<file path="config.mk">
export PLATFORM = sky130hd
export DESIGN_NAME = shift_add_multiplier_mac_6
export DESIGN_NICKNAME = d
export VERILOG_FILES = /design/src/rtl/shift_add_multiplier_mac_6.sv
export SDC_FILE = /design/constraint.sdc
export NUM_CORES = 1
export LEC_CHECK = 0
export ABC_AREA = 1
export BUFFER_PORTS_ARGS = -buffer_cell sky130_fd_sc_hd__buf_2
export CAP_MARGIN = 20
export CELL_PAD_IN_SITES_DETAIL_PLACEMENT = 1
export CELL_PAD_IN_SITES_GLOBAL_PLACEMENT = 2
export CORE_ASPECT_RATIO = 2
export CORE_MARGIN = 4
export CORE_UTILIZATION = 28
export DETAILED_ROUTE_END_ITERATION = 8
export GPL_ROUTABILITY_DRIVEN = 0
export PLACE_DENSITY_LB_ADDON = 0.05
export SETUP_SLACK_MARGIN = 0.1
export SYNTH_ARGS = -nofsm -noshare
export SYNTH_HDL_FRONTEND = slang
export SYNTH_HIERARCHICAL = 1
export SYNTH_SLANG_ARGS = --single-unit
</file>
<file path="constraint.sdc">
create_clock -name clk -period 1.9 [get_ports clk]
set_input_delay 0.19 -clock clk [delete_from_list [all_inputs] [get_ports clk]]
set_output_delay 0.19 -clock clk [all_outputs]
set_load 0.05 [all_outputs]
</file>
<file path="src/rtl/shift_add_multiplier_mac_6.sv">
// shift_add_multiplier_mac_6
//   Sequential 6x6 unsigned shift-add multiplier with an optional 12-bit
//   multiply-accumulate. A single 6-bit carry-lookahead adder slice carries
//   every add: six partial-product adds per multiply, then two passes
//   (low half, high half with carry) for the accumulate.
//
// Ports
//   clk      in   clock, rising edge
//   reset    in   synchronous, active-high
//   start    in   request, accepted in IDLE or DONE
//   mac      in   accumulate product into acc (sampled with start)
//   clr      in   clear acc/acc_ovf (honoured in IDLE or DONE)
//   a, b     in   6-bit multiplicand / multiplier
//   busy     out  high in RUN, ACC_LO, ACC_HI
//   done     out  one-cycle pulse, result valid
//   product  out  12-bit a*b, held until the next multiply completes
//   acc      out  12-bit accumulator (mod 4096)
//   acc_ovf  out  sticky carry-out of the accumulate

// 6-bit carry-lookahead adder: every carry is formed directly from the
// generate/propagate terms rather than rippling through the lower carries.
module carry_look_ahead_adder_cin_cout_6 (
  input  logic [5:0] a,
  input  logic [5:0] b,
  input  logic       cin,
  output logic [5:0] sum,
  output logic       cout
);
  logic [5:0] g, p;
  logic [6:0] c;
  logic       c_n, pp;

  assign g = a & b;
  assign p = a ^ b;

  always_comb begin
    c    = '0;
    c_n  = 1'b0;
    pp   = 1'b0;
    c[0] = cin;
    for (int i = 0; i < 6; i++) begin
      c_n = g[i];
      pp  = p[i];
      for (int j = i - 1; j >= 0; j--) begin
        c_n = c_n | (pp & g[j]);
        pp  = pp & p[j];
      end
      c_n    = c_n | (pp & cin);
      c[i+1] = c_n;
    end
  end

  assign sum  = p ^ c[5:0];
  assign cout = c[6];
endmodule

module shift_add_multiplier_mac_6 (
  input  logic        clk,
  input  logic        reset,
  input  logic        start,
  input  logic        mac,
  input  logic        clr,
  input  logic [5:0]  a,
  input  logic [5:0]  b,
  output logic        busy,
  output logic        done,
  output logic [11:0] product,
  output logic [11:0] acc,
  output logic        acc_ovf
);
  typedef enum logic [2:0] {
    IDLE   = 3'd0,
    RUN    = 3'd1,
    ACC_LO = 3'd2,
    ACC_HI = 3'd3,
    DONE   = 3'd4
  } state_t;

  state_t     state, state_nxt;
  logic [5:0] m, mq, h;
  logic [2:0] cnt;
  logic       carry, mac_q;

  logic [5:0] add_a, add_b, add_sum;
  logic       add_cin, add_cout;
  logic [11:0] shifted;

  carry_look_ahead_adder_cin_cout_6 u_add (
    .a    (add_a),
    .b    (add_b),
    .cin  (add_cin),
    .sum  (add_sum),
    .cout (add_cout)
  );

  // {cout, R, MQ} shifted right by one: the carry becomes H's MSB and the
  // LSB of MQ (already consumed) drops out.
  assign shifted = {add_cout, add_sum, mq[5:1]};

  // Adder operand steering; the slice is shared by all states.
  always_comb begin
    add_a   = '0;
    add_b   = '0;
    add_cin = 1'b0;
    case (state)
      RUN: begin
        add_a = h;
        add_b = mq[0] ? m : 6'd0;
      end
      ACC_LO: begin
        add_a = acc[5:0];
        add_b = product[5:0];
      end
      ACC_HI: begin
        add_a   = acc[11:6];
        add_b   = product[11:6];
        add_cin = carry;
      end
      default: ;
    endcase
  end

  always_ff @(posedge clk) begin
    if (reset) state <= IDLE;
    else       state <= state_nxt;
  end

  always_comb begin
    state_nxt = state;
    busy      = 1'b0;
    done      = 1'b0;
    case (state)
      IDLE: if (start) state_nxt = RUN;
      RUN: begin
        busy = 1'b1;
        if (cnt == 3'd5) state_nxt = mac_q ? ACC_LO : DONE;
      end
      ACC_LO: begin
        busy      = 1'b1;
        state_nxt = ACC_HI;
      end
      ACC_HI: begin
        busy      = 1'b1;
        state_nxt = DONE;
      end
      DONE: begin
        done      = 1'b1;
        state_nxt = start ? RUN : IDLE;
      end
      default: state_nxt = IDLE;
    endcase
  end

  always_ff @(posedge clk) begin
    if (reset) begin
      m       <= '0;
      mq      <= '0;
      h       <= '0;
      cnt     <= '0;
      carry   <= 1'b0;
      mac_q   <= 1'b0;
      product <= '0;
      acc     <= '0;
      acc_ovf <= 1'b0;
    end else begin
      case (state)
        IDLE, DONE: begin
          // clr and start may coincide: acc is cleared now, so a following
          // mac result equals the new product.
          if (clr) begin
            acc     <= '0;
            acc_ovf <= 1'b0;
          end
          if (start) begin
            m     <= a;
            mq    <= b;
            h     <= '0;
            carry <= 1'b0;
            cnt   <= '0;
            mac_q <= mac;
          end
        end
        RUN: begin
          {h, mq} <= shifted;
          cnt     <= cnt + 3'd1;
          if (cnt == 3'd5) product <= shifted;
        end
        ACC_LO: begin
          acc[5:0] <= add_sum;
          carry    <= add_cout;
        end
        ACC_HI: begin
          acc[11:6] <= add_sum;
          if (add_cout) acc_ovf <= 1'b1;
        end
        default: ;
      endcase
    end
  end
endmodule

</file>
* Yosys cells after proc, flatten, opt, wreduce, memory -nomap -nowiden *
Index checks and enable logic that the tools add are counted.

storage, ports and cells
  register bits after elaboration = 51
  latch bits = 0
  RAM bits = 0
  bits in read-only memories = 0
  memories = 0

operators by class
  $add $sub $neg = 1
  multiply operators = 0
  div/mod/pow operators = 0
  order comparisons = 0
  equality and inequality tests = 10
  shifts and indexed selects = 0
  muxes and demuxes = 25
  bitwise operators = 60
  reductions and logical operators = 14

operators with widths
  kind                                           count
  case mux 6 bit (2 select lines)                4
  bitwise AND 1 bit                              36
  case mux 6 bit (3 select lines)                2
  OR 1 bit                                       21
  two-way mux 6 bit                              3
  case mux 3 bit (5 select lines)                1
  AND reduction 2 bit                            7
  two-way mux 12 bit                             1
  two-way mux 3 bit                              4
  XOR 6 bit                                      2
  != test 2 bit, second input constant           5
  two-way mux 1 bit                              7
  bitwise AND 6 bit                              1
  == test 3 x 2 -> 1 bit, second input constant  2
  == test 3 bit, second input constant           2
  case mux 3 bit (2 select lines)                1
  nonzero test 2 bit                             3
  case mux 1 bit (2 select lines)                2
  adder 3 x 1 -> 3 bit, second input constant    1
  == test 3 x 1 -> 1 bit, second input constant  1
  logical NOT 3 bit                              1
  AND reduction 3 bit                            1
  OR reduction 3 bit                             1
  OR reduction 2 bit                             1

* Longest topological paths before layout *
Gate-level depths: netlist of run 1.

  depth in word-level cells = 12
  depth in mapped cells = 17
  gate-level depth less buffers = 16

* Hierarchy *
The synthesis of run 1 kept the hierarchy.

modules (own cells, without submodules)
  module                             times used  cells an instance  area each (um^2)  sequential area each (um^2)
  shift_add_multiplier_mac_6         1           345                2,367.3           1,021.0
  carry_look_ahead_adder_cin_cout_6  1           59                 349.1             0.0

* Least setup slack after synthesis of run 1 *
No wires, ideal clock.

  path kind = register -> register
  start = reg state[0]
  end = reg product[11]
  arrival time = 2.010 ns
  data required time = 1.836 ns
  setup slack = -0.174 ns
  cell stages (with the launch flop) = 16
  path buffers = 1
  period minus slack after synthesis = 2.074 ns
  cells stage by stage = dfxtp_1 -> inv_1 -> nand3_1 -> inv_2 -> buf_4 -> nand2_1 -> nand3_1 -> ha_1 -> nand2_1 -> nor2_2 -> nand3_1 -> nand4_1 -> inv_1 -> nand2_1 -> nand2_1 -> nor2_1

on the way
  elaborated cells on any way between the ends = 26
  those cells by class = eq/ne: 3; mux: 3; bitwise: 19; reduce/logical: 1

RTL lines
  what                                                              line    text
  start: declaration                                                79      state_t state, state_nxt;
  start signal: assignment                                          125     else state <= state_nxt;
  == test 3 x 2 -> 1 bit or == test 3 x 1 -> 1 bit (tied branches)  105     case (state)
  case mux 6 bit (3 select lines) *                                 105
  net add_a[2]                                                      84      logic [5:0] add_a, add_b, add_sum;
  bitwise AND 6 bit or XOR 6 bit (tied branches)                    33, 34
  bitwise AND 1 bit, on equally long branches                       45, 46
  OR 1 bit (tied with other cells) (2 in series)                    45      c_n = c_n | (pp & g[j]);
  OR 1 bit or bitwise AND 1 bit (tied branches)                     45, 48
  OR 1 bit *                                                        48      c_n = c_n | (pp & cin);
  net add_cout                                                      85      logic add_cin, add_cout;
  end signal: assignment                                            186     if (cnt == 3'd5) product <= shifted;
  end: declaration                                                  67      output logic [11:0] product,

Mark *: on every way through the listed nets, which the timed path passes. The rest lies on a longest branch.
A chain may end at the register's enable or synchronous reset.

* Worst setup path in the final report of run 1 *
  start = reg state[1]
  end = reg product[8]

on the way
  longest elaborated chain between the ends = 8
  elaborated cells on any way between the ends = 18
  those cells by class = eq/ne: 3; mux: 3; bitwise: 11; reduce/logical: 1

RTL lines
  what                                                              line    text
  == test 3 x 2 -> 1 bit or == test 3 x 1 -> 1 bit (tied branches)  105
  case mux 6 bit (3 select lines) *                                 105
  net add_b[1]                                                      84
  bitwise AND 6 bit or XOR 6 bit (tied branches)                    33, 34
  bitwise AND 1 bit, on equally long branches                       45, 46
  OR 1 bit (tied with other cells)                                  45
  OR 1 bit or bitwise AND 1 bit (tied branches)                     45, 48
  OR 1 bit *                                                        48
  XOR 6 bit *                                                       53      assign sum = p ^ c[5:0];
  net add_sum[3]                                                    84

Marks and branches as above.

==> results_dict.tcl, run 1 <==
set metrics [dict create \
    status "finished with violations" \
    violations "negative setup slack" \
    clk_pin_slew_ns 0.07 \
    synth_top_area_share_pct 37.6 \
    max_freq_ghz 0.478 \
    stdcell_count 611 \
    hp-start "b[1]" \
    cts_buffer_depth 2 \
    gr-total-overflow 0 \
    p_leak_nw 1.81 \
    synth_cell_type_count 29 \
    area_growth_pct 43.1 \
    clk_latency_ns 0.30 \
    rows 50 \
    synthTopCellsByArea "dfxtp_1, nand2_1, nand3_1" \
    synthesis.nets 431 \
    cp.required_ns 2.09 \
    holdPathStages 3 \
    ant_nets 0 \
    r2r_slack_ns -0.19 \
    hold_ws_ns 0.113 \
    synth-seq-cells 51 \
    place_worst_setup_slack_ns -0.335 \
    fp.dieH_um 147 \
    vias 2803 \
    die_area_sq_mm 0.0114 \
    grt_pass1_wl_mm 15.5 \
    path_common_cell "nand2_1" \
    worst_pin_slew_ns 0.455 \
    synthCells 404 \
    wl_per_cell_um 15.7 \
    timing.rr.end "product[8]" \
    powerDensity_mw_per_mm2 676 \
    drtIter0Drc 91 \
    drc 0 \
    initial_utilization_pct 28.8 \
    antenna_cells 0 \
    place_area_sq_mm 0.00338 \
    synth_area_sq_mm 0.00272 \
    dpl.cell_count 594 \
    drive_gt1_share_pct 35.3 \
    cts_tree "yes" \
    timing.rr.start "state[1]" \
    period_needed_ns 2.09 \
    grt_start_max_net_pins 26 \
    maxCapViolations 0 \
    dpl.hpwl_mm 7.11 \
    max_stage_delay_ns 0.39 \
    cp-start-kind "register" \
    final_nets 507 \
    crit_arrival_ns 2.29 \
    hold_buffers 0 \
    drt-pass1-iter-count 4 \
    slew_headroom_pct 69.6 \
    worst_setup_path_end_kind "register" \
    hold_viol 0 \
    antenna_found_initial 0 \
    design_area_sq_mm 0.00389 \
    hp-class "input pin to register" \
    via_per_inst 4.59 \
    ir_drop_v 0.000435 \
    final.setup.worst_slack_ns -0.193 \
    layout_common_cells "nand2_1, nor2_1, dfxtp_1, buf_2" \
    critical_path_class "register to register" \
    final_common_cell "nand2_1" \
    synthesis.area_per_instance_sq_um 6.72 \
    reg2reg_depth 15 \
    cts_inserted_buffers 5 \
    yosysWarningCount 6 \
    crit_slowest_cell "dfxtp_4" \
    die_w_um 77.6 \
    crit_chain "inv_4 -> nand3_4 -> nor2_4 -> nand2_1 -> o211ai_1 -> ha_4 -> buf_4 -> nand4_1 -> nand3_2 -> nand2_2 -> nand2_4 -> inv_2 -> nand2_1 -> nand2_1 -> nor2_1" \
    grt_pass1_vias 3049 \
    maxSlewViolCount 0 \
    cts_max_level 2 \
    finalSetupViolCount 24 \
    crit_fanout 5 \
    io_pins 44 \
    fin_skew_ns 0.00734 \
    post-route-period-util_pct 110 \
    grtUsageTotal_pct 17.7 \
    finalPower_mw 2.63 \
    hold_end "mq[1]" \
    cts_root_buf "clkbuf_16" \
    synth_top_area_cell "dfxtp_1" \
    postRouteWirelength_mm 9.56 \
    yosysSeqAreaShare_pct 37.6 \
    clkSinkCount 51 \
    core_sq_mm 0.00945 \
    rsz0062_at_grt "yes" \
    io_buffers 43 \
]
## worst max path at each step
stage	from	to	slack [ns]	cells past startpoint
after floorplan	state[2]	product[11]	-0.02	15
after global placement	state[2]	product[11]	-0.26	15
after detailed placement	state[2]	product[11]	-0.33	15
after CTS	state[1]	product[8]	-0.20	16
after global routing	state[1]	product[9]	-0.35	16
final	state[1]	product[8]	-0.19	15
## cells in the mapped netlist
| library cell | n |
|---|---|
| nand3_2 | 4 |
| o21ai_0 | 10 |
| ha_1 | 9 |
| nor2_1 | 58 |
| nand3_1 | 51 |
| nor2_2 | 3 |
| o21ai_1 | 1 |
| nor3_1 | 1 |
| inv_2 | 4 |
| fa_1 | 1 |
| dfxtp_1 | 51 |
| nand3b_1 | 3 |
| a21oi_1 | 28 |
| nand2_1 | 110 |
| and2_1 | 1 |
| o211ai_1 | 2 |
| o211ai_2 | 1 |
| clkbuf_1 | 4 |
| buf_6 | 5 |
| inv_1 | 38 |
| xor2_1 | 1 |
| a21boi_0 | 1 |
| nand2_2 | 1 |
| nor2_4 | 2 |
| buf_2 | 3 |
| nand4_1 | 3 |
| clkinv_1 | 2 |
| buf_4 | 5 |
| xnor2_1 | 1 |
## logic make-up after synthesis
family / after synthesis / share of synthesized area (%)
XOR/XNOR: 2 / 0.645
buffers and inverters: 61 / 10.6
adder cells (fa/ha/maj): 10 / 4.88
AO/OA/AOI/OAI: 43 / 8.47
flip-flops: 51 / 37.6
AND/OR/NAND/NOR: 237 / 37.8
## layout make-up
cell class	instances	area (sq um)
Clock buffer	6	150
Clock inverter	2	37.5
Fill cell	1187	5560
Inverter	44	183
Multi-Input combinational cell	292	1740
Sequential cell	51	1030
Tap cell	130	163
Timing Repair Buffer	86	574
## through the flow
stage | utilization, % | TNS (ns)
2_1_floorplan | - | -0.0241
3_3_place_gp | 35.8 | -4.96
3_5_place_dp | 35.8 | -6.77
4_1_cts | 40.3 | -3.29
5_1_grt | 41.1 | -6.73
6_report | 41.1 | -2.47
## critical path, delay by kind of cell, from the launching register on
kind	cells	cell delay (ns)
buffers and inverters	3	0.28
adder cells (fa/ha/maj)	1	0.27
flip-flops	1	0.39
AO/OA/AOI/OAI	1	0.13
AND/OR/NAND/NOR	10	0.89
## report_power, final
group	internal, mW	switching [mW]	leakage (nW)
sequential	1.11	0.0293	0.418
clock	0.702	0.429	0.0882
combinational	0.138	0.223	1.31
total	1.95	0.681	1.81
## sequential cells by signal, summed over array words and instances, names as in the netlist
register  count
carry         1
mac_q         1
cnt           3
mq            6
state         3
m             6
acc          12
product      12
acc_ovf       1
h             6
## routing by layer
metal	part of all wire, %	global-route usage (%)	vias to the layer above
li1	-	-	1430
met1	37	17.7	1319
met2	58	34.6	40
met3	2.0	2.21	14
met4	3.6	8.38	0
met5	0	0	-
## repair_timing
item	in CTS	in global routing
resized for setup	46	20
pin swaps	17	6
hold endpoints to repair	0	0
cloned	0	0
setup endpoints to repair	28	28
setup buffers	9	0
Power figures use the tool's default switching activity.
==> run 2, diff against run 1 <==
- SETUP_SLACK_MARGIN: 0.1 -> 0.05
==> run 2 against run 1 <==
Compared with the run above: largest cell class unchanged; die area did not move; global-route usage fell by 0.15 points; sequential power barely moved; the run still ends with negative setup slack left; cell count fell by 0.16%; power fell by 7.8%; clock skew barely moved.
==> results_dict.tcl, run 2 (synthesis gave the netlist of run 1 again) <==
set metrics [dict create \
    clk_pin_slew_ns 0.07 \
    hold_viol 0 \
    maxSlewViolCount 0 \
    crit_arrival_ns 2.37 \
    dpl.cell_count 594 \
    rsz0062_at_grt "yes" \
    stdcell_count 610 \
    post-route-period-util_pct 115 \
    regArea_sq_mm 0.00103 \
    max_stage_delay_ns 0.34 \
    r2r_slack_ns -0.28 \
    powerDensity_mw_per_mm2 649 \
    drc 0 \
    io_pins 44 \
    timing.rr.end "carry" \
    ir_drop_v 0.000445 \
    cts_buffer_depth 2 \
    drtIter0Drc 81 \
    critical_path_class "register to register" \
    cts_max_level 2 \
    grt_pass1_wl_mm 15.6 \
    cp-start-kind "register" \
    cts_inserted_buffers 5 \
    crit_chain "inv_4 -> buf_4 -> nand3_4 -> inv_8 -> nand2_1 -> o211ai_1 -> ha_4 -> nand3_4 -> buf_4 -> inv_1 -> nand2_1 -> nand4_1 -> buf_4 -> o21ai_1 -> nor2_1" \
    worst_pin_slew_ns 0.460 \
    highest_layer "met4" \
    place_worst_setup_slack_ns -0.329 \
    timing.rr.start "state[2]" \
    route.met2.wl_mm 5.60 \
    final.setup.worst_slack_ns -0.277 \
    io_buffers 43 \
    die_w_um 77.6 \
    area_growth_pct 37.4 \
    clk_latency_ns 0.30 \
    wl_met1_mm 3.50 \
    reg2reg_depth 15 \
    grt_pass1_vias 3097 \
    crit_slowest_cell "dfxtp_2" \
    final_common_cell "nand2_1" \
    fp.dieH_um 147 \
    ant_nets 0 \
    initial_utilization_pct 28.8 \
    clkSinkCount 51 \
    postRouteWirelength_mm 9.60 \
    drt-pass1-iter-count 4 \
    setup.worst_path.start "state[2]" \
    maxCapViolations 0 \
    slew_headroom_pct 69.3 \
    filler_cell_count 1215 \
    fin_skew_ns 0.00754 \
    violations "negative setup slack" \
    die_area_sq_mm 0.0114 \
    final_nets 506 \
    grt_start_max_net_pins 29 \
    period_needed_ns 2.18 \
    finalSetupViolCount 28 \
    status "finished with violations" \
    grtUsageTotal_pct 17.5 \
    dpl.hpwl_mm 7.30 \
    cts_root_buf "clkbuf_16" \
    design_area_sq_mm 0.00373 \
    p_leak_nw 1.71 \
    cts_tree "yes" \
    path_common_cell "buf_4" \
    antenna_found_initial 0 \
    vias 2840 \
    hold_buffers 0 \
    hp-class "input pin to register" \
    antenna_cells 0 \
    wl_met3_um 159 \
    cp.required_ns 2.10 \
    cp-endpoint "carry" \
    core_sq_mm 0.00945 \
    worst_setup_path_end_kind "register" \
    drive_gt1_share_pct 31.7 \
    rows 50 \
    place_area_sq_mm 0.00337 \
    max_freq_ghz 0.459 \
    gr-total-overflow 0 \
    via_per_inst 4.66 \
    layout_common_cells "nand2_1, nor2_1, dfxtp_1, buf_2, nand3_1" \
    multi_input_area_sq_mm 0.00166 \
    largest_registers "acc (12), product (12)" \
    crit_fanout 8 \
    wl_per_cell_um 15.7 \
]
-- run 2: changes by cell type in the layout (fill, tap and decap cells not counted), moves of 2 or more --
cell / previous run / this run
nand3_4: 7 / 5
inv_2: 6 / 4
nand2_1: 89 / 98
nand2_2: 15 / 11
nand3_1: 38 / 41
nand2_4: 7 / 2
inv_4: 2 / 4
inv_1: 32 / 34
-- run 2: power breakdown --
group	switching, mW	internal, mW	leakage (nW)
Combinational	0.214	0.135	1.22
Sequential	0.0269	1.11	0.417
Clock	0.414	0.524	0.0739
-- run 2: stage by stage --
stage	setup TNS [ns]	total power, mW	hold slack [ns]	utilization (%)
finish	-4.98	2.42	0.117	39.5
global route	-9.01	2.54	0.132	39.5
CTS	-5.65	2.46	0.114	38.7
detailed placement	-6.59	1.50	0.421	35.6
global placement	-6.19	1.49	0.420	35.6
floorplan	-0.0241	1.38	0.325	-
-- run 2: how the worst min path moves through the flow --
stage | start | end | slack, ns | cells after the start
after floorplan | b[0] | mq[0] | 0.32 | 2
after global placement | b[2] | mq[2] | 0.42 | 3
after detailed placement | b[1] | mq[1] | 0.42 | 3
after CTS | b[1] | mq[1] | 0.11 | 3
after global routing | b[1] | mq[1] | 0.13 | 3
final | b[1] | mq[1] | 0.12 | 3
-- run 2: cell type report --
class                      instances  area share, %
clock inverter                     1          0.134
timing repair inverter             1          0.168
clock buffer                       7           3.82
tap                              130           4.36
sequential                        51           27.6
inverter                          44           4.83
multi-input combinational        292           44.4
timing repair buffer              84           14.6
-- run 2: repair_timing --
item	4_1_cts	5_1_grt
resized for setup	26	13
setup buffers	3	4
setup endpoints to repair	28	28
pin swaps	15	14
endpoints found under the hold margin	0	0
gates cloned	1	0
-- run 2: critical path, delay by kind of cell (launching register included) --
family          cells  cell delay [ns]
compound gates      2             0.24
fa+ha+maj           1             0.27
buf+inv             6             0.65
flops               1             0.34
simple gates        6             0.55
-- run 2: metal layers --
metal	up-vias	GRT usage (%)
met3	17	2.15
met1	1358	16.7
met2	36	35.7
met5	-	0
met4	0	7.66
li1	1429	-
==> run 3, diff against run 2 <==
- clock period: 1.9 -> 2 ns (I/O delays scaled with it)
==> run 3 against run 2 <==
Compared with the run above: the flow still finishes with violations (negative setup slack); routed wire length is 4.9% higher; first-iteration DRC count is 26% lower; critical path depth stayed put; utilization is 2.7 points higher; die area stayed put; fmax is 2.2% higher; hold slack better by 0.015 ns; power is 2.0% higher; critical path type unchanged; critical endpoint is now product[11].
==> results_dict.tcl, run 3 (synthesis gave the netlist of run 1 again) <==
set metrics [dict create \
    cts_inserted_buffers 5 \
    die_w_um 77.6 \
    wl_met1_mm 3.67 \
    area_growth_pct 46.7 \
    drt-pass1-iter-count 4 \
    fin_skew_ns 0.00872 \
    layout_common_cells "nand2_1, nor2_1, dfxtp_1, buf_2, nand3_1" \
    stdcell_count 618 \
    slew_headroom_pct 69.6 \
    final_nets 514 \
    crit_fanout 8 \
    cts_max_level 2 \
    cts_buffer_depth 2 \
    grt_pass1_vias 3095 \
    dpl.cell_count 597 \
    clk_pin_slew_ns 0.07 \
    hold_viol 0 \
    drc 0 \
    io_pins 44 \
    ant_nets 0 \
    p_leak_nw 1.83 \
    finalPower_mw 2.47 \
    grt_start_max_net_pins 26 \
    hp-class "input pin to register" \
    drtIter0Drc 60 \
    dpl.hpwl_mm 7.44 \
    worst_setup_path_end_kind "register" \
    p_switching_uw 649 \
    fp.dieH_um 147 \
    period_needed_ns 2.13 \
    p_clk_share_pct 42.2 \
    p_sw_share_pct 26.3 \
    clk_latency_ns 0.30 \
    route.met2.wl_mm 5.84 \
    cp-start-kind "register" \
    cts_tree "yes" \
    status "finished with violations" \
    gr-total-overflow 0 \
    io_buffers 43 \
    p_int_mw 1.82 \
    place_area_sq_mm 0.00333 \
    design_area_sq_mm 0.00399 \
    core_sq_mm 0.00945 \
    critical_path_class "register to register" \
    maxCapViolations 0 \
    wl_per_cell_um 16.3 \
    crit_arrival_ns 2.32 \
    antenna_found_initial 0 \
    post-route-period-util_pct 107 \
    die_area_sq_mm 0.0114 \
    rows 50 \
    place_worst_setup_slack_ns -0.431 \
    wl_met3_um 247 \
    antenna_cells 0 \
    vias 2880 \
    grt_pass1_wl_mm 16.1 \
    hold_ws_ns 0.132 \
    initial_utilization_pct 28.8 \
    cp.required_ns 2.19 \
    final_common_cell "nand2_1" \
    rsz0062_at_grt "yes" \
    largest_registers "acc (12), product (12)" \
    finalSetupViolCount 28 \
    maxSlewViolCount 0 \
    drive_gt1_share_pct 38.7 \
    via_per_inst 4.66 \
    violations "negative setup slack" \
    grtUsageTotal_pct 18.2 \
    final.setup.worst_slack_ns -0.131 \
    worst_pin_slew_ns 0.455 \
    powerDensity_mw_per_mm2 620 \
    postRouteWirelength_mm 10.1 \
    cts_root_buf "clkbuf_16" \
    clkSinkCount 51 \
    highest_layer "met4" \
    ir_drop_v 0.000500 \
    pwr-share-comb_pct 14.3 \
    seqPwrFrac_pct 43.5 \
    max_freq_ghz 0.469 \
]
-- run 3: cell count changes in the layout (fill, tap and decap cells not counted), moves of 4 or more --
cell     change
a21oi_1      -6
nand2_1     -13
nand2_2      +9
a21oi_2      +6
nand2_4      +4
buf_6        +5
-- run 3: layout make-up --
type                    instances  area (sq um)
clock buffers                   6           139
clock inverters                 2          38.8
fillers                      1190          5460
inverters                      44           178
multi-input cells             292          1810
flip-flops and latches         51          1030
well taps                     130           163
repair buffers                 91           616
repair inverters                2          12.5
-- run 3: power groups by stage --
| stage | Combinational [mW] | Sequential (mW) | Clock (mW) |
|---|---|---|---|
| finish | 0.354 | 1.07 | 1.04 |
| global route | 0.400 | 1.08 | 1.11 |
| CTS | 0.354 | 1.07 | 1.07 |
| detailed placement | 0.321 | 1.10 | 0 |
| global placement | 0.318 | 1.10 | 0 |
| floorplan | 0.210 | 1.09 | 0 |
-- run 3: path summary, 6_finish.rpt --
kind,cells past startpoint,from,endpoint,slack (ns)
setup reg to reg,15,state[0],product[11],-0.13
hold / removal,3,b[5],mq[5],0.13
hold reg to reg,2,mac_q,mac_q,0.47
setup / recovery,15,state[0],product[11],-0.13
-- run 3: what timing repair did --
| item | 4_1_cts | 5_1_grt |
|---|---|---|
| endpoints found under the setup margin | 28 | 28 |
| hold buffers | 0 | 0 |
| gates cloned | 3 | 0 |
| gates resized for setup | 68 | 30 |
| pin swaps | 38 | 19 |
| buffers inserted | 8 | 2 |
-- run 3: critical path, cell delays in order, from the launching register on --
cell and delay [ns]:
dfxtp_4 0.40, buf_6 0.11, nand3_4 0.14, inv_4 0.17
nand2_1 0.08, nand3_2 0.11, ha_4 0.24, nand3_1 0.09
nand2_1 0.06, nor2_1 0.14, nand4_1 0.13, buf_4 0.15
inv_1 0.04, nand2_1 0.04, nand2_1 0.07, nor2_1 0.04
-- run 3: through the flow --
step,TNS [ns],util (%)
after floorplan,0,-
after global placement,-4.68,35.3
after detailed placement,-5.77,35.3
after CTS,-2.30,40.9
after global routing,-4.91,42.2
final,-1.89,42.2
-- run 3: layer usage --
metal	vias to the layer above	track usage (%)
met5	-	0
li1	1445	-
met2	38	36.2
met3	13	2.76
met1	1384	18.0
met4	0	7.40
